===== src/rtl/mem_access_unit_pkg.sv =====
// Shared types, funct3 codes and access helpers for the EX/MEM memory access unit.
// Alignment, strobe and lane-replication rules live here so the FSM stays readable.
package mem_access_unit_pkg;

  typedef enum logic [1:0] {
    S_IDLE = 2'd0,
    S_BUSY = 2'd1,
    S_DONE = 2'd2
  } state_e;

  localparam logic [2:0] F3_LB  = 3'b000;
  localparam logic [2:0] F3_LH  = 3'b001;
  localparam logic [2:0] F3_LW  = 3'b010;
  localparam logic [2:0] F3_LBU = 3'b100;
  localparam logic [2:0] F3_LHU = 3'b101;
  localparam logic [2:0] F3_SB  = 3'b000;
  localparam logic [2:0] F3_SH  = 3'b001;
  localparam logic [2:0] F3_SW  = 3'b010;

  localparam logic [31:0] ZERO_WORD = 32'h0000_0000;

  // Size comes from funct3[1:0]; the unused size code 11 is held to word alignment.
  function automatic logic is_misaligned(input logic [2:0] funct3, input logic [1:0] addr);
    case (funct3[1:0])
      2'b00:   return 1'b0;
      2'b01:   return addr[0];
      default: return |addr;
    endcase
  endfunction

  function automatic logic [3:0] store_strobe(input logic [2:0] funct3, input logic [1:0] addr);
    case (funct3)
      F3_SB:   return 4'b0001 << addr;
      F3_SH:   return 4'b0011 << {addr[1], 1'b0};
      F3_SW:   return 4'b1111;
      default: return 4'b0000;
    endcase
  endfunction

  function automatic logic [31:0] store_wdata(input logic [2:0] funct3, input logic [31:0] rs2);
    case (funct3)
      F3_SB:   return {4{rs2[7:0]}};
      F3_SH:   return {2{rs2[15:0]}};
      default: return rs2;
    endcase
  endfunction

  function automatic logic load_code_valid(input logic [2:0] funct3);
    return (funct3 == F3_LB) || (funct3 == F3_LH) || (funct3 == F3_LW) ||
           (funct3 == F3_LBU) || (funct3 == F3_LHU);
  endfunction

endpackage


===== src/rtl/mem_access_unit_if.sv =====
// Data-memory bus between the access unit (master) and the memory (slave).
interface mem_access_unit_if;
  logic        dmem_req_o;
  logic        dmem_we_o;
  logic [31:0] dmem_addr_o;
  logic [3:0]  dmem_wstrb_o;
  logic [31:0] dmem_wdata_o;
  logic        dmem_ack_i;
  logic [31:0] dmem_rdata_i;

  modport master (
    output dmem_req_o, dmem_we_o, dmem_addr_o, dmem_wstrb_o, dmem_wdata_o,
    input  dmem_ack_i, dmem_rdata_i
  );

  modport slave (
    input  dmem_req_o, dmem_we_o, dmem_addr_o, dmem_wstrb_o, dmem_wdata_o,
    output dmem_ack_i, dmem_rdata_i
  );
endinterface


===== src/rtl/mem_access_unit_load_align.sv =====
// Picks the addressed byte/halfword out of a read word and sign- or zero-extends it.
module load_align
  import mem_access_unit_pkg::*;
(
  input  logic [31:0] rdata_i,
  input  logic [1:0]  addr_i,
  input  logic [2:0]  funct3_i,
  output logic [31:0] result_o
);

  logic [7:0]  loadByte;
  logic [15:0] loadHalf;

  always_comb begin
    case (addr_i)
      2'd0:    loadByte = rdata_i[7:0];
      2'd1:    loadByte = rdata_i[15:8];
      2'd2:    loadByte = rdata_i[23:16];
      default: loadByte = rdata_i[31:24];
    endcase
    loadHalf = addr_i[1] ? rdata_i[31:16] : rdata_i[15:0];

    case (funct3_i)
      F3_LB:   result_o = {{24{loadByte[7]}}, loadByte};
      F3_LH:   result_o = {{16{loadHalf[15]}}, loadHalf};
      F3_LW:   result_o = rdata_i;
      F3_LBU:  result_o = {24'h00_0000, loadByte};
      F3_LHU:  result_o = {16'h0000, loadHalf};
      default: result_o = ZERO_WORD;
    endcase
  end

endmodule


===== src/rtl/mem_access_unit.sv =====
// MEM-stage access unit: issues one bus transaction per load/store, stalls the
// pipeline while it is outstanding, and aborts it after TIMEOUT_CYCLES without ack.
module mem_access_unit
  import mem_access_unit_pkg::*;
#(
  parameter int unsigned TIMEOUT_CYCLES = 255
) (
  input  logic               clk,
  input  logic               rst_n,
  input  logic               valid_i,
  input  logic [31:0]        alu_result_i,
  input  logic [31:0]        rs2_data_i,
  input  logic               MemRead_i,
  input  logic               MemWrite_i,
  input  logic [2:0]         funct3_i,
  input  logic               RegWrite_i,
  input  logic [4:0]         Rd_i,
  mem_access_unit_if.master  dmem,
  output logic [31:0]        load_or_result_o,
  output logic               RegWrite_o,
  output logic [4:0]         Rd_o,
  output logic               stall_o,
  output logic               misalign_o,
  output logic               bus_err_o
);

  localparam int unsigned CNT_W = (TIMEOUT_CYCLES > 1) ? $clog2(TIMEOUT_CYCLES + 1) : 1;
  localparam logic [CNT_W-1:0] CNT_LAST = CNT_W'(TIMEOUT_CYCLES - 1);

  state_e           state_q;
  logic [CNT_W-1:0] cnt_q;
  logic             req_q;
  logic             we_q;
  logic [31:0]      addr_q;
  logic [3:0]       wstrb_q;
  logic [31:0]      wdata_q;
  logic [31:0]      rdata_q;
  logic             misalign_q;
  logic             bus_err_q;

  logic        memOp;
  logic        loadOp;
  logic        misaligned;
  logic [31:0] loadData;

  assign memOp      = valid_i & (MemRead_i | MemWrite_i);
  assign loadOp     = valid_i & MemRead_i & ~MemWrite_i;
  assign misaligned = is_misaligned(funct3_i, alu_result_i[1:0]);

  load_align uLoadAlign (
    .rdata_i  (rdata_q),
    .addr_i   (alu_result_i[1:0]),
    .funct3_i (funct3_i),
    .result_o (loadData)
  );

  // Bus fields are latched on entry to BUSY and dropped on ack or timeout, so a
  // late ack arriving in DONE/IDLE finds no request and changes nothing.
  always_ff @(posedge clk) begin
    if (!rst_n) begin
      state_q    <= S_IDLE;
      cnt_q      <= '0;
      req_q      <= 1'b0;
      we_q       <= 1'b0;
      addr_q     <= ZERO_WORD;
      wstrb_q    <= 4'b0000;
      wdata_q    <= ZERO_WORD;
      rdata_q    <= ZERO_WORD;
      misalign_q <= 1'b0;
      bus_err_q  <= 1'b0;
    end else begin
      misalign_q <= 1'b0;
      bus_err_q  <= 1'b0;
      case (state_q)
        S_IDLE: begin
          if (memOp && misaligned) begin
            misalign_q <= 1'b1;
          end else if (memOp) begin
            state_q <= S_BUSY;
            cnt_q   <= '0;
            req_q   <= 1'b1;
            we_q    <= MemWrite_i;
            addr_q  <= {alu_result_i[31:2], 2'b00};
            wstrb_q <= MemWrite_i ? store_strobe(funct3_i, alu_result_i[1:0]) : 4'b0000;
            wdata_q <= MemWrite_i ? store_wdata(funct3_i, rs2_data_i) : ZERO_WORD;
          end
        end
        S_BUSY: begin
          if (dmem.dmem_ack_i || cnt_q == CNT_LAST) begin
            state_q   <= S_DONE;
            cnt_q     <= '0;
            req_q     <= 1'b0;
            we_q      <= 1'b0;
            addr_q    <= ZERO_WORD;
            wstrb_q   <= 4'b0000;
            wdata_q   <= ZERO_WORD;
            rdata_q   <= dmem.dmem_ack_i ? dmem.dmem_rdata_i : ZERO_WORD;
            bus_err_q <= ~dmem.dmem_ack_i;
          end else begin
            cnt_q <= cnt_q + CNT_W'(1);
          end
        end
        S_DONE:  state_q <= S_IDLE;
        default: state_q <= S_IDLE;
      endcase
    end
  end

  // bus_err_q is high exactly in the DONE cycle following a timeout.
  always_comb begin
    load_or_result_o = alu_result_i;
    RegWrite_o       = 1'b0;
    Rd_o             = Rd_i;
    stall_o          = 1'b0;
    case (state_q)
      S_IDLE: begin
        if (!memOp) RegWrite_o = RegWrite_i & valid_i;
        else        stall_o    = ~misaligned;
      end
      S_BUSY: stall_o = 1'b1;
      S_DONE: begin
        load_or_result_o = (loadOp && !bus_err_q) ? loadData : ZERO_WORD;
        RegWrite_o       = RegWrite_i & loadOp & ~bus_err_q & load_code_valid(funct3_i);
      end
      default: stall_o = 1'b0;
    endcase
  end

  assign dmem.dmem_req_o   = req_q;
  assign dmem.dmem_we_o    = we_q;
  assign dmem.dmem_addr_o  = addr_q;
  assign dmem.dmem_wstrb_o = wstrb_q;
  assign dmem.dmem_wdata_o = wdata_q;
  assign misalign_o        = misalign_q;
  assign bus_err_o         = bus_err_q;

endmodule


===== src/flat_wrapper.sv =====
// flat-port wrapper written by rule: the top's interface ports become plain ports
module mem_access_unit_flat import mem_access_unit_pkg::*;
#(
  parameter int unsigned TIMEOUT_CYCLES = 255
)
  (clk, rst_n, valid_i, alu_result_i, rs2_data_i, MemRead_i, MemWrite_i, funct3_i, RegWrite_i, Rd_i, load_or_result_o, RegWrite_o, Rd_o, stall_o, misalign_o, bus_err_o, dmem_dmem_req_o, dmem_dmem_we_o, dmem_dmem_addr_o, dmem_dmem_wstrb_o, dmem_dmem_wdata_o, dmem_dmem_ack_i, dmem_dmem_rdata_i);
  mem_access_unit_if dmem_i ();
  input  logic clk;
  input  logic rst_n;
  input  logic valid_i;
  input  logic [31:0] alu_result_i;
  input  logic [31:0] rs2_data_i;
  input  logic MemRead_i;
  input  logic MemWrite_i;
  input  logic [2:0] funct3_i;
  input  logic RegWrite_i;
  input  logic [4:0] Rd_i;
  output logic [31:0] load_or_result_o;
  output logic RegWrite_o;
  output logic [4:0] Rd_o;
  output logic stall_o;
  output logic misalign_o;
  output logic bus_err_o;
  output wire logic [$bits(dmem_i.dmem_req_o)-1:0] dmem_dmem_req_o;
  output wire logic [$bits(dmem_i.dmem_we_o)-1:0] dmem_dmem_we_o;
  output wire logic [$bits(dmem_i.dmem_addr_o)-1:0] dmem_dmem_addr_o;
  output wire logic [$bits(dmem_i.dmem_wstrb_o)-1:0] dmem_dmem_wstrb_o;
  output wire logic [$bits(dmem_i.dmem_wdata_o)-1:0] dmem_dmem_wdata_o;
  input wire logic [$bits(dmem_i.dmem_ack_i)-1:0] dmem_dmem_ack_i;
  input wire logic [$bits(dmem_i.dmem_rdata_i)-1:0] dmem_dmem_rdata_i;
  assign dmem_dmem_req_o = dmem_i.dmem_req_o;
  assign dmem_dmem_we_o = dmem_i.dmem_we_o;
  assign dmem_dmem_addr_o = dmem_i.dmem_addr_o;
  assign dmem_dmem_wstrb_o = dmem_i.dmem_wstrb_o;
  assign dmem_dmem_wdata_o = dmem_i.dmem_wdata_o;
  assign dmem_i.dmem_ack_i = dmem_dmem_ack_i;
  assign dmem_i.dmem_rdata_i = dmem_dmem_rdata_i;
  mem_access_unit #(.TIMEOUT_CYCLES(TIMEOUT_CYCLES)) u_core (.clk(clk), .rst_n(rst_n), .valid_i(valid_i), .alu_result_i(alu_result_i), .rs2_data_i(rs2_data_i), .MemRead_i(MemRead_i), .MemWrite_i(MemWrite_i), .funct3_i(funct3_i), .RegWrite_i(RegWrite_i), .Rd_i(Rd_i), .dmem(dmem_i), .load_or_result_o(load_or_result_o), .RegWrite_o(RegWrite_o), .Rd_o(Rd_o), .stall_o(stall_o), .misalign_o(misalign_o), .bus_err_o(bus_err_o));
endmodule

===== config.mk =====
export PLATFORM = sky130hd
export DESIGN_NAME = mem_access_unit_flat
export DESIGN_NICKNAME = d
export VERILOG_FILES = /design/src/rtl/mem_access_unit_pkg.sv /design/src/rtl/mem_access_unit_if.sv /design/src/rtl/mem_access_unit_load_align.sv /design/src/rtl/mem_access_unit.sv /design/src/flat_wrapper.sv
export SDC_FILE = /design/constraint.sdc
export NUM_CORES = 1
export LEC_CHECK = 0
export CAP_MARGIN = 25
export CORE_MARGIN = 8
export CORE_UTILIZATION = 39
export DETAILED_ROUTE_END_ITERATION = 10
export PLACE_DENSITY = 0.8
export SYNTH_ARGS = -nofsm -noshare
export SYNTH_HDL_FRONTEND = slang
export SYNTH_SLANG_ARGS = --single-unit

===== constraint.sdc =====
create_clock -name clk -period 2.2 [get_ports clk]
set_input_delay 0.44 -clock clk [delete_from_list [all_inputs] [get_ports clk]]
set_output_delay 0.44 -clock clk [all_outputs]
set_load 0.1 [all_outputs]

==> metrics.csv <==
metric,value,unit
Crit Path Max Fanout,5,
NetSw,1.930,mW
Ys Warns,0,
Port Buffer Count,209,
CP Capture Type,output port,
FF-to-FF End,u_core.dmem.dmem_addr_o[12],
hold path startpoint,u_core.dmem.dmem_req_o,
vias per cell,5.816,
GR Overflow Total,0,
Critical R2R Launch,u_core.cnt_q[0],
Post-Place Cell Area,0.008325,mm2
WS Path Type,in2out,
Die Span Y,131.2,um
HP Class,reg2reg,
area grow syn2layout,77.77,%
worst reg2reg path depth,8,
slowest CP cell,mux4_2,
met3 global-route usage,0.06593,
GPL Wtd Cong,0.9593,
status,"finished, violations left",
final setup TNS,-4.511,ns
post-DP HPWL,15390,um
Pins Over Slew Limit,0,
number of buffers created by CTS,9,
Worst VDD drop,392.8,uV
Synth Register Bits,112,
Worst setup SP type,primary input,
CTS tree,yes,
post-detailed-route count of antenna-violating nets,0,
Die Wd,131.2,um
DR DRC count,0,
Min-Delay Path Depth,1,
GR peak layer,met2,
# hold bufs at CTS,0,
M1 GR Usage,0.2743,
Pleak,3.795,nW
I/O pin total,222,
clk slew on worst S/H paths,0.08,ns
WP buf/inv,4,
Diodes inserted,0,
Post-Syn Area per Cell,10.03,um2
worst skew pair latency,0.36,ns
post-route worst setup slack,-0.3176,ns
first-pass GRT wire length,33310,um
# rows,42,
post-layout util,0.7034,
"Seq/Total Area, Yosys",0.4331,
Root Buffer,clkbuf_16,
Final Skew,0.01260,ns
drt total wl,21640,um
CP dominant cell by count,buf_12,
failing checks,setup timing,
Power Dens Cells,610.3,mW/mm2
DRT Pass-1 Iters,5,
fin area,0.009204,mm2
share of synthesized registers carrying an async set or reset,0,
Max Root-Sink Buffers,2,
number of library cell types mapped by synthesis,52,
Core Footprint,0.01309,mm2
Post-Synthesis Cell Area,0.005177,mm2
final hold vios,0,
layout cells sized above 1,0.4238,
initial antenna violation count,0,
f_max,397.2,MHz
FF-to-FF setup slack,0.20,ns
Power Internal,3.687,mW
global-route usage over all layers,0.2413,
Arrival @ worst endpoint,2.08,ns
Initial DRC Count,479,
Routed WL per cell,22.78,um
Clock Power Share,0.306,
switch share,0.3436,
final setup vio count,33,
"EDFF count, synth",0,
CTS Sinks,112,
largest net degree at the start of global routing,33,
fin nets,882,
DIE AREA,0.01722,mm2
Initial Util,0.3957,
Critical Path RT,1.76,ns
Flop pwr share,0.381,
Overall Power,5.617,mW
Max Cap Violations,0,
slew at the pin with the worst max-slew slack,0.5606,ns
max incr delay on CP,0.53,ns
Combinational Power Share,0.312,
Top delay family on crit path,compound AO/OA/AOI/OAI gates,
min Tclk post-route,2.518,ns
Layout Cells excl Fill,950,
worst-path cell chain,"buf_8, buf_12, buf_6, mux4_2, a222oi_1, o21ai_2, buf_12",
Synth Flop Type,dfxtp_1,
CTS H-tree depth,3,
RSZ-0062 raised after global routing,yes,
Mapped Cells,516,
vias in the first global route,5684,
DP Cell Count,912,
worst slew margin relative to its limit,0.6263,
routing usage on met2,0.4235,
hold endpoint,u_core.dmem.dmem_req_o,
Final Cycle Share,1.144,
vias post-DR,5525,
==> synthesized netlist by cell type (2+ instances only) <==
library cell | instances | share of area
a21oi_1 | 15 | 0.014
mux2i_1 | 22 | 0.043
a22o_1 | 85 | 0.14
nor2_1 | 9 | 0.0065
o22ai_1 | 2 | 0.0024
nand4_1 | 2 | 0.0024
mux2_2 | 16 | 0.035
buf_1 | 3 | 0.0022
inv_1 | 3 | 0.0022
and4_1 | 3 | 0.0051
a22oi_1 | 25 | 0.036
o21ba_2 | 2 | 0.0039
nor3b_1 | 2 | 0.0029
ha_1 | 2 | 0.0048
mux4_2 | 8 | 0.035
a21boi_0 | 2 | 0.0029
o21a_1 | 2 | 0.0029
nand2b_1 | 5 | 0.0060
o211ai_1 | 9 | 0.013
buf_6 | 5 | 0.011
buf_2 | 14 | 0.014
clkbuf_1 | 23 | 0.017
nor3_1 | 2 | 0.0019
a222oi_1 | 8 | 0.015
and3_1 | 2 | 0.0024
nand3_1 | 4 | 0.0039
a21o_1 | 3 | 0.0043
dfxtp_1 | 112 | 0.43
nand2_1 | 57 | 0.041
buf_4 | 8 | 0.012
and2_1 | 2 | 0.0024
o21ai_0 | 30 | 0.029
nor2b_1 | 6 | 0.0073
nor4_1 | 5 | 0.0060
==> worst max path at each step <==
stage,start,end,slack [ns],depth (start not counted)
after floorplan,funct3_i[1],load_or_result_o[7],-0.40,6
after global placement,alu_result_i[0],load_or_result_o[13],-0.69,7
after detailed placement,alu_result_i[0],load_or_result_o[8],-0.76,7
after CTS,u_core.rdata_q[20],load_or_result_o[4],-0.26,4
after global routing,alu_result_i[0],load_or_result_o[0],-0.32,7
final,alu_result_i[0],load_or_result_o[0],-0.32,7
==> power by group through the flow <==
stage	registers [mW]	clock network (mW)	logic [mW]
after floorplan	2.54	0	0.711
after global placement	2.18	0	1.64
after detailed placement	2.19	0	1.66
after CTS	2.14	1.73	1.72
after global routing	2.15	1.81	1.81
final	2.14	1.72	1.75
==> flip-flops by register name, indices dropped and copies added, names as in the netlist, 2 cells and up <==
| name | count |
|---|---|
| u_core.dmem.dmem_wdata_o | 32 |
| u_core.rdata_q | 32 |
| u_core.dmem.dmem_addr_o | 30 |
| u_core.cnt_q | 8 |
| u_core.dmem.dmem_wstrb_o | 4 |
| u_core.state_q | 2 |
==> layer usage <==
layer / up-vias / share of wire / wire length, um
li1: 2481 / - / -
met1: 2704 / 0.38 / 8234
met2: 292 / 0.50 / 10850
met3: 48 / 0.086 / 1857
met4: 0 / 0.032 / 700
met5: - / 0 / 0
==> per-stage QoR <==
stage	worst slack [ns]	hold WS [ns]
after floorplan	-0.3972	0.4577
after global placement	-0.6939	0.4400
after detailed placement	-0.7576	0.4544
after CTS	-0.2569	0.4716
after global routing	-0.3212	0.4913
final	-0.3176	0.4732
==> cell usage in the layout (no fill, tap or decap), drive strengths merged, types with 2 or more instances in the layout <==
| master | instances |
|---|---|
| dfxtp | 112 |
| and2 | 2 |
| nand2 | 57 |
| nor2b | 6 |
| o21ba | 2 |
| o21a | 2 |
| a222oi | 8 |
| o211ai | 9 |
| nand4 | 2 |
| ha | 2 |
| a21oi | 15 |
| and3 | 2 |
| nor2 | 9 |
| nand2b | 5 |
| a21boi | 2 |
| clkdlybuf4s50 | 97 |
| and4 | 3 |
| inv | 4 |
| nor3b | 3 |
| nor4 | 5 |
| mux4 | 8 |
| o21ai | 30 |
| mux2 | 16 |
| a22oi | 25 |
| conb | 2 |
| buf | 191 |
| clkbuf | 14 |
| dlygate4sd2 | 2 |
| mux2i | 22 |
| nand3 | 4 |
| a21o | 3 |
| clkinv | 3 |
| a22o | 86 |
| o22ai | 2 |
| nor3 | 4 |
==> area by class of cell <==
class / instances / area [um2]
timing repair buffer: 294 / 3182
tap: 176 / 220.2
multi-input combinational: 349 / 3216
sequential: 112 / 2268
clock inverter: 5 / 63.81
inverter: 3 / 11.26
fill: 895 / 3881
clock buffer: 11 / 242.7
==> worst reg2reg max path, delay by kind of cell (launching register included) <==
kind / cells / cell delay, ns
AOI/OAI and AO/OA: 3 / 0.72
DFF: 1 / 0.44
adders and majority gates: 1 / 0.20
buffers and inverters: 3 / 0.38
and+or+nand+nor: 1 / 0.21
==> timing repair <==
| action | in CTS | in global routing |
|---|---|---|
| pin swaps | 16 | 19 |
| resized for setup | 83 | 27 |
| setup endpoints to repair | 90 | 47 |
| setup buffers | 14 | 8 |
| gates cloned | 4 | 0 |
| hold endpoints to repair | 0 | 0 |
==> kinds of logic (layout without fill, tap and decap cells) <==
family,Yosys count,count (layout),share of synthesized area
AO/OA/AOI/OAI,190,190,0.2827
flip-flops,112,112,0.4331
AND/OR/NAND/NOR,109,109,0.1095
buffers and inverters,56,313,0.05703
multiplexers,46,46,0.1121
adder cells (fa/ha/maj),2,2,0.004832
other,1,2,0.0007243
Note: power is estimated with default switching activity, not from simulation.
